===== config.mk =====
export PLATFORM = sky130hd
export DESIGN_NAME = pad_bidir_ctrl
export DESIGN_NICKNAME = d
export VERILOG_FILES = /design/src/rtl/pad_bidir_ctrl.sv
export SDC_FILE = /design/constraint.sdc
export NUM_CORES = 1
export LEC_CHECK = 0
export ABC_AREA = 1
export CAP_MARGIN = 20
export CORE_MARGIN = 2
export CORE_UTILIZATION = 51
export DETAILED_ROUTE_END_ITERATION = 7
export PLACE_DENSITY_LB_ADDON = 0.2
export SLEW_MARGIN = 20
export SYNTH_ARGS = -nofsm -noshare
export SYNTH_HDL_FRONTEND = slang
export SYNTH_SLANG_ARGS = --single-unit

===== constraint.sdc =====
create_clock -name clk -period 2.3 [get_ports clk]
set_input_delay 0.46 -clock clk [delete_from_list [all_inputs] [get_ports clk]]
set_output_delay 0.46 -clock clk [all_outputs]
set_load 0.03 [all_outputs]

===== src/rtl/pad_bidir_ctrl.sv =====
// pad_bidir_ctrl: direction sequencer and receive synchronizer for a group of bidirectional pads.
// Define PAD_RX_FILTER_EN to build the per-bit glitch filter on the receive path.
module pad_bidir_ctrl #(
  parameter int WIDTH       = 8,
  parameter int TURN_CYC    = 2,
  parameter int SYNC_STAGES = 2,
  parameter int FILT_CYC    = 3
) (
  input  logic             clk,
  input  logic             rstn,
  input  logic [1:0]       cfg_ds,
  input  logic             cfg_sr,
  input  logic             tx_valid,
  output logic             tx_ready,
  input  logic [WIDTH-1:0] tx_data,
  input  logic             rx_en,
  output logic             rx_valid,
  output logic [WIDTH-1:0] rx_data,
  output logic             busy,
  output logic [WIDTH-1:0] pad_a,
  output logic [WIDTH-1:0] pad_oe,
  output logic [WIDTH-1:0] pad_ie,
  output logic             pad_ds0,
  output logic             pad_ds1,
  output logic             pad_sr,
  input  logic [WIDTH-1:0] pad_y
);

  localparam int CNT_MAX = (TURN_CYC > SYNC_STAGES + FILT_CYC) ? TURN_CYC : SYNC_STAGES + FILT_CYC;
  localparam int CW      = $clog2(CNT_MAX + 1);
`ifdef PAD_RX_FILTER_EN
  localparam int WARM_CYC = SYNC_STAGES + FILT_CYC;
`else
  localparam int WARM_CYC = SYNC_STAGES;
`endif
  localparam logic [CW-1:0] TURN_LOAD = CW'(TURN_CYC - 1);
  localparam logic [CW-1:0] WARM_LOAD = CW'(WARM_CYC - 1);

  typedef enum logic [2:0] {IDLE, TX, RX_WARM, RX, TURN} state_t;

  state_t           state;
  state_t           dest;
  logic [CW-1:0]    cnt;
  logic [WIDTH-1:0] sync_q [SYNC_STAGES];
  logic [WIDTH-1:0] rx_word;

  always_ff @(posedge clk or negedge rstn) begin
    if (!rstn) begin
      for (int i = 0; i < SYNC_STAGES; i++) sync_q[i] <= '0;
    end else begin
      sync_q[0] <= pad_y;
      for (int i = 1; i < SYNC_STAGES; i++) sync_q[i] <= sync_q[i-1];
    end
  end

`ifdef PAD_RX_FILTER_EN
  localparam int FW = $clog2(FILT_CYC);

  logic [WIDTH-1:0] filt_q;
  logic [FW-1:0]    filt_cnt [WIDTH];

  // A bit flips only after FILT_CYC consecutive synced samples disagree with it.
  always_ff @(posedge clk or negedge rstn) begin
    if (!rstn) begin
      filt_q <= '0;
      for (int b = 0; b < WIDTH; b++) filt_cnt[b] <= '0;
    end else begin
      for (int b = 0; b < WIDTH; b++) begin
        if (sync_q[SYNC_STAGES-1][b] == filt_q[b]) begin
          filt_cnt[b] <= '0;
        end else if (filt_cnt[b] == FW'(FILT_CYC - 1)) begin
          filt_q[b]   <= sync_q[SYNC_STAGES-1][b];
          filt_cnt[b] <= '0;
        end else begin
          filt_cnt[b] <= filt_cnt[b] + FW'(1);
        end
      end
    end
  end

  assign rx_word = filt_q;
`else
  assign rx_word = sync_q[SYNC_STAGES-1];
`endif

  // Outputs are set on the transition edge so they always match the state being entered.
  always_ff @(posedge clk or negedge rstn) begin
    if (!rstn) begin
      state    <= IDLE;
      dest     <= IDLE;
      cnt      <= '0;
      pad_a    <= '0;
      pad_oe   <= '0;
      pad_ie   <= '0;
      pad_ds0  <= 1'b0;
      pad_ds1  <= 1'b0;
      pad_sr   <= 1'b0;
      tx_ready <= 1'b0;
      rx_valid <= 1'b0;
      rx_data  <= '0;
      busy     <= 1'b0;
    end else begin
      rx_valid <= 1'b0;
      case (state)
        IDLE: begin
          pad_ds0 <= cfg_ds[0];
          pad_ds1 <= cfg_ds[1];
          pad_sr  <= cfg_sr;
          if (tx_valid) begin
            state    <= TX;
            pad_oe   <= '1;
            tx_ready <= 1'b1;
            busy     <= 1'b1;
          end else if (rx_en) begin
            state  <= RX_WARM;
            pad_ie <= '1;
            cnt    <= WARM_LOAD;
            busy   <= 1'b1;
          end
        end
        TX: begin
          if (tx_valid && tx_ready) begin
            pad_a <= tx_data;
          end else if (!tx_valid) begin
            state    <= TURN;
            dest     <= rx_en ? RX_WARM : IDLE;
            pad_oe   <= '0;
            tx_ready <= 1'b0;
            cnt      <= TURN_LOAD;
          end
        end
        RX_WARM: begin
          if (cnt == '0) begin
            state    <= RX;
            rx_valid <= 1'b1;
            rx_data  <= rx_word;
          end else begin
            cnt <= cnt - CW'(1);
          end
        end
        RX: begin
          if (tx_valid || !rx_en) begin
            state  <= TURN;
            dest   <= tx_valid ? TX : IDLE;
            pad_ie <= '0;
            cnt    <= TURN_LOAD;
          end else if (rx_word != rx_data) begin
            rx_valid <= 1'b1;
            rx_data  <= rx_word;
          end
        end
        TURN: begin
          if (cnt == '0) begin
            state <= dest;
            case (dest)
              TX: begin
                pad_oe   <= '1;
                tx_ready <= 1'b1;
              end
              RX_WARM: begin
                pad_ie <= '1;
                cnt    <= WARM_LOAD;
              end
              default: busy <= 1'b0;
            endcase
          end else begin
            cnt <= cnt - CW'(1);
          end
        end
        default: begin
          state    <= IDLE;
          pad_oe   <= '0;
          pad_ie   <= '0;
          tx_ready <= 1'b0;
          busy     <= 1'b0;
        end
      endcase
    end
  end

endmodule

# Word-level counts from Yosys, hierarchy flattened
# Cells that the tools add are included.
[totals]
reg_bits = 63
out_inout_bits = 38
[classes]
n_eq_ne = 23
bitwise_logic = 3
add_sub_neg = 1
muxes = 54
n_reduce_logical = 20
[op_table]
columns = ["op", "n"]
rows = [
  ["8-bit 2-to-1 mux", 13],
  ["8-bit case mux with 4 select lines", 2],
  ["3-bit 2-to-1 mux", 18],
  ["3-bit case mux with 5 select lines", 2],
  ["2-bit inequality test (second input constant)", 12],
  ["6-bit AND reduction", 3],
  ["8-bit case mux with 2 select lines", 1],
  ["1-bit 2-to-1 mux", 13],
  ["4-bit AND reduction", 3],
  ["3-bit by 2-bit == test with 1-bit output (second input constant)", 3],
  ["8-bit inequality test", 1],
  ["8-bit AND reduction", 1],
  ["3-bit by 1-bit == test with 1-bit output (second input constant)", 2],
  ["3-bit zero test", 2],
  ["3-bit case mux with 2 select lines", 1],
  ["2-bit OR reduction", 3],
  ["5-bit nonzero test", 1],
  ["2-bit by 1-bit inequality test with 1-bit output (second input constant)", 2],
  ["1-bit case mux with 4 select lines", 1],
  ["2-bit nonzero test", 2],
  ["3-bit == test (second input constant)", 1],
  ["3-bit by 2-bit inequality test with 1-bit output (second input constant)", 1],
  ["3-bit inequality test (second input constant)", 1],
  ["1-bit inverter", 3],
  ["9 further kinds", 9],
]

# Depth between registers and ports, before layout
[logic_depth]
ltp_word = 5
depth_mapped = 10
depth_no_buf = 10

# Least setup slack after synthesis
# Ideal clock, no wire load.
[synth_path]
path_kind = "register to register"
startpoint = "register cnt[0]"
endpoint = "register state[0]"
arrival_time_ns = 1.409
path_slack_ns = 0.826
n_path_buf = 0
stages_incl_launch_ff = 11
required_time_ns = 2.235
path_cell_list = "dfrtp_1 > inv_1 > ha_1 > inv_1 > nor2_1 > inv_1 > nand2_1 > nand2_1 > nor3_2 > o21ai_1 > nand2_1"
[synth_via]
elab_chain_cells = 3
word_cells_on_any_way = 4
classes_between = "2 x eq/ne; 2 x reduce/logical"
[synth_lines]
columns = ["element", "line_no", "source"]
rows = [
  ["start, declared", "43", "logic [CW-1:0] cnt;"],
  ["start signal, assigned", "138", "cnt <= cnt - CW'(1);"],
  ["start signal, assigned", "167", "cnt <= cnt - CW'(1);"],
  ["3-bit zero test (*)", "133, 153", ""],
  ["2-bit inequality test (no source line)", "n/a", ""],
  ["6-bit AND reduction (no source line) (*)", "n/a", ""],
  ["end signal, assigned", "154", "state <= dest;"],
  ["end, declared", "41", "state_t state;"],
]
# Every way passes the cells marked *; elsewhere a longest branch is shown, timed or not.
# A chain may end at the register's enable or synchronous reset.

==> flow_metrics.tcl <==
set metrics [dict create \
    muxShareOfSynthArea_pct 4.13 \
    cts_resized 0 \
    syn_to_final_growth_pct 31.4 \
    rsz0062_at_grt "false" \
    coreArea_um2 4060 \
    synth_fa_ha_area_share_pct 2.29 \
    max_cap_violations 0 \
    wl_um 4120 \
    skew_ns 0.00596 \
    grt_use_met3_pct 5.67 \
    root_buffer "clkbuf_8" \
    grt_use_met1_pct 24.9 \
    crit_path_top_delay_cell "clkdlybuf4s50_1" \
    hold_path.class "input pin to asynchronous set/reset pin" \
    synthXorXnorAreaFrac_pct 2.01 \
    drt_iter0_drc 87 \
    status "finished clean" \
    synthesis.instances 234 \
    setup_viol 0 \
    die_area_um2 4820 \
    reg2reg_from "cnt[0]$_DFFE_PN0P_" \
    layout_common_cells "68 x nand2_1, 59 x clkdlybuf4s50_1, 47 x dfrtp_1" \
    cts_tree "yes" \
    start_util_pct 53.8 \
    cp.arrival_ns 1.57 \
    io_pins 61 \
    synth_compound_area_share_pct 4.36 \
    power_leakage_uw 0.00137 \
    dp_cells 332 \
    overflow 0 \
    p_per_area_nw_per_um2 1540 \
    cts_num_sinks 47 \
    final_nets 316 \
    grt_start_max_net_pins 21 \
    syn-cell-area_um2 2180 \
    dpl.hpwl_um 3150 \
    synth_cell_types 24 \
    crit_type "flip-flop to primary output" \
    detail-route-antenna-nets 0 \
    hold_buffers 0 \
    r2r_slack_ns 0.60 \
    grt.total_usage_pct 19.1 \
    cts_buffer_depth 2 \
    n_antenna_cell 0 \
    fp.dieH_um 69.4 \
    clk_latency_ns 0.30 \
    grt_pass1_vias 1648 \
    ys_ff_latch 47 \
    slew_viol_final 0 \
    utilization_pct 70.6 \
    numPortBuffers 60 \
    row_count 23 \
    synth.avg_cell_area_um2 9.33 \
    cp_max_fo 11 \
    stdcell_count 340 \
    hold_violations 0 \
    max_stage_delay_ns 0.74 \
    top_usage_layer "met2" \
    layout_commonest_cell "nand2_1" \
    synth_top_family_by_area "simple AND/OR/NAND/NOR gates" \
    post-cts-setup-buffer-count 0 \
    firstDrtPassIters 4 \
    yosys_warnings 0 \
    start_kind "flip-flop" \
    syn_nets 261 \
    r2r_end "cnt[0]$_DFFE_PN0P_" \
    slew_headroom_pct 77.8 \
    fin_hold_ws_ns 0.0166 \
    die_w_um 69.4 \
    reg2regPathDepth 11 \
    wl_per_cell_um 12.1 \
    end_kind "primary output" \
    numCtsBuffers 5 \
    irDropWorstVdd_mv 0.860 \
    cts.reportedPaths.clkPinSlew_ns 0.09 \
    crit_buf_inv 1 \
    fin_crit_sh_pct 88.2 \
    grtUsageMet2_pct 30.2 \
    yosys.area_share.simple_pct 23.7 \
    clock.fmax_mhz 493 \
    vias_per_cell 4.87 \
    crit_family "buffers and inverters" \
    htree_num_levels 2 \
    period_needed_ns 2.03 \
    ys_seq_area_share_pct 53.9 \
    fin_tns_setup_ns 0 \
    drc 0 \
    grt_pass1_wl_um 7450 \
    worstPathRequired_ns 1.84 \
    routabilityCongestion 0.908 \
    cp_cell_sequence "clkdlybuf4s50_1" \
    worst_slew_pin_slew_ns 0.332 \
    antenna_found_initial 0 \
    drive_gt1_share_pct 11.0 \
    vias 1655 \
]
==> cells by family after synthesis <==
logic type / count (synthesis)
AO/OA/AOI/OAI: 17
XOR/XNOR: 5
adder cells (fa/ha/maj): 4
buffers and inverters: 41
flip-flops: 47
multiplexers: 8
AND/OR/NAND/NOR: 112
==> metrics by stage <==
step                setup WS (ns)  area (um2)  power [uW]
finish                      0.273        2870        4410
global route                0.176        2870        4740
CTS                         0.239        2870        4450
detailed placement          0.375        2750        3810
global placement            0.413        2750        3770
floorplan                   0.826        2180        3050
==> state kept, by name (all words and copies together), names as in the netlist, 2 cells and up <==
signal	flops
state	3
sync_q	8
rx_word	8
rx_data	8
pad_a	8
cnt	3
dest	2
==> where the power goes <==
part           total, uW  switching [uW]  internal (uW)
logic               2470            1490            975
clock network        617             287            329
registers           1330             227           1100
total               4410            2010           2410
==> area by class of cell <==
cell class | instances | area (um2)
Sequential cell | 47 | 1180
Timing Repair Buffer | 63 | 618
Fill cell | 308 | 1190
Clock buffer | 5 | 68.8
Inverter | 26 | 97.6
Tap cell | 50 | 62.6
Clock inverter | 3 | 47.5
Multi-Input combinational cell | 146 | 796
==> worst max-delay path by stage <==
stage / slack, ns / to / start / cells after the start
finish: 0.27 / pad_oe[1] / pad_oe[6]$_DFFE_PN0P_ / 1
global route: 0.18 / pad_oe[1] / pad_oe[6]$_DFFE_PN0P_ / 1
CTS: 0.24 / pad_oe[5] / pad_oe[6]$_DFFE_PN0P_ / 1
detailed placement: 0.38 / rx_data[3]$_DFFE_PN0P_ / rx_en / 9
global placement: 0.41 / cnt[2]$_DFFE_PN0P_ / tx_valid / 8
floorplan: 0.83 / state[0]$_DFFE_PN0P_ / cnt[0]$_DFFE_PN0P_ / 10
==> synthesized netlist by cell type, drive strengths merged <==
| cell type | instances | area share (%) |
|---|---|---|
| dfrtp | 47 | 54 |
| nand2 | 74 | 14 |
| o211ai | 1 | 0.34 |
| nor3 | 3 | 1.4 |
| a21oi | 4 | 1.1 |
| nand3 | 17 | 4.1 |
| nor2 | 18 | 4.2 |
| o32ai | 1 | 0.40 |
| buf | 15 | 5.2 |
| o21ai | 11 | 2.5 |
| mux2 | 8 | 4.1 |
| xnor2 | 5 | 2.0 |
| inv | 26 | 4.5 |
| ha | 4 | 2.3 |
==> routing by layer <==
layer	wire, um	share of wire [%]
met1	1860	45
met2	1900	46
met3	294	7.1
met4	65	1.6
met5	0	0
Power figures use the tool's default switching activity.
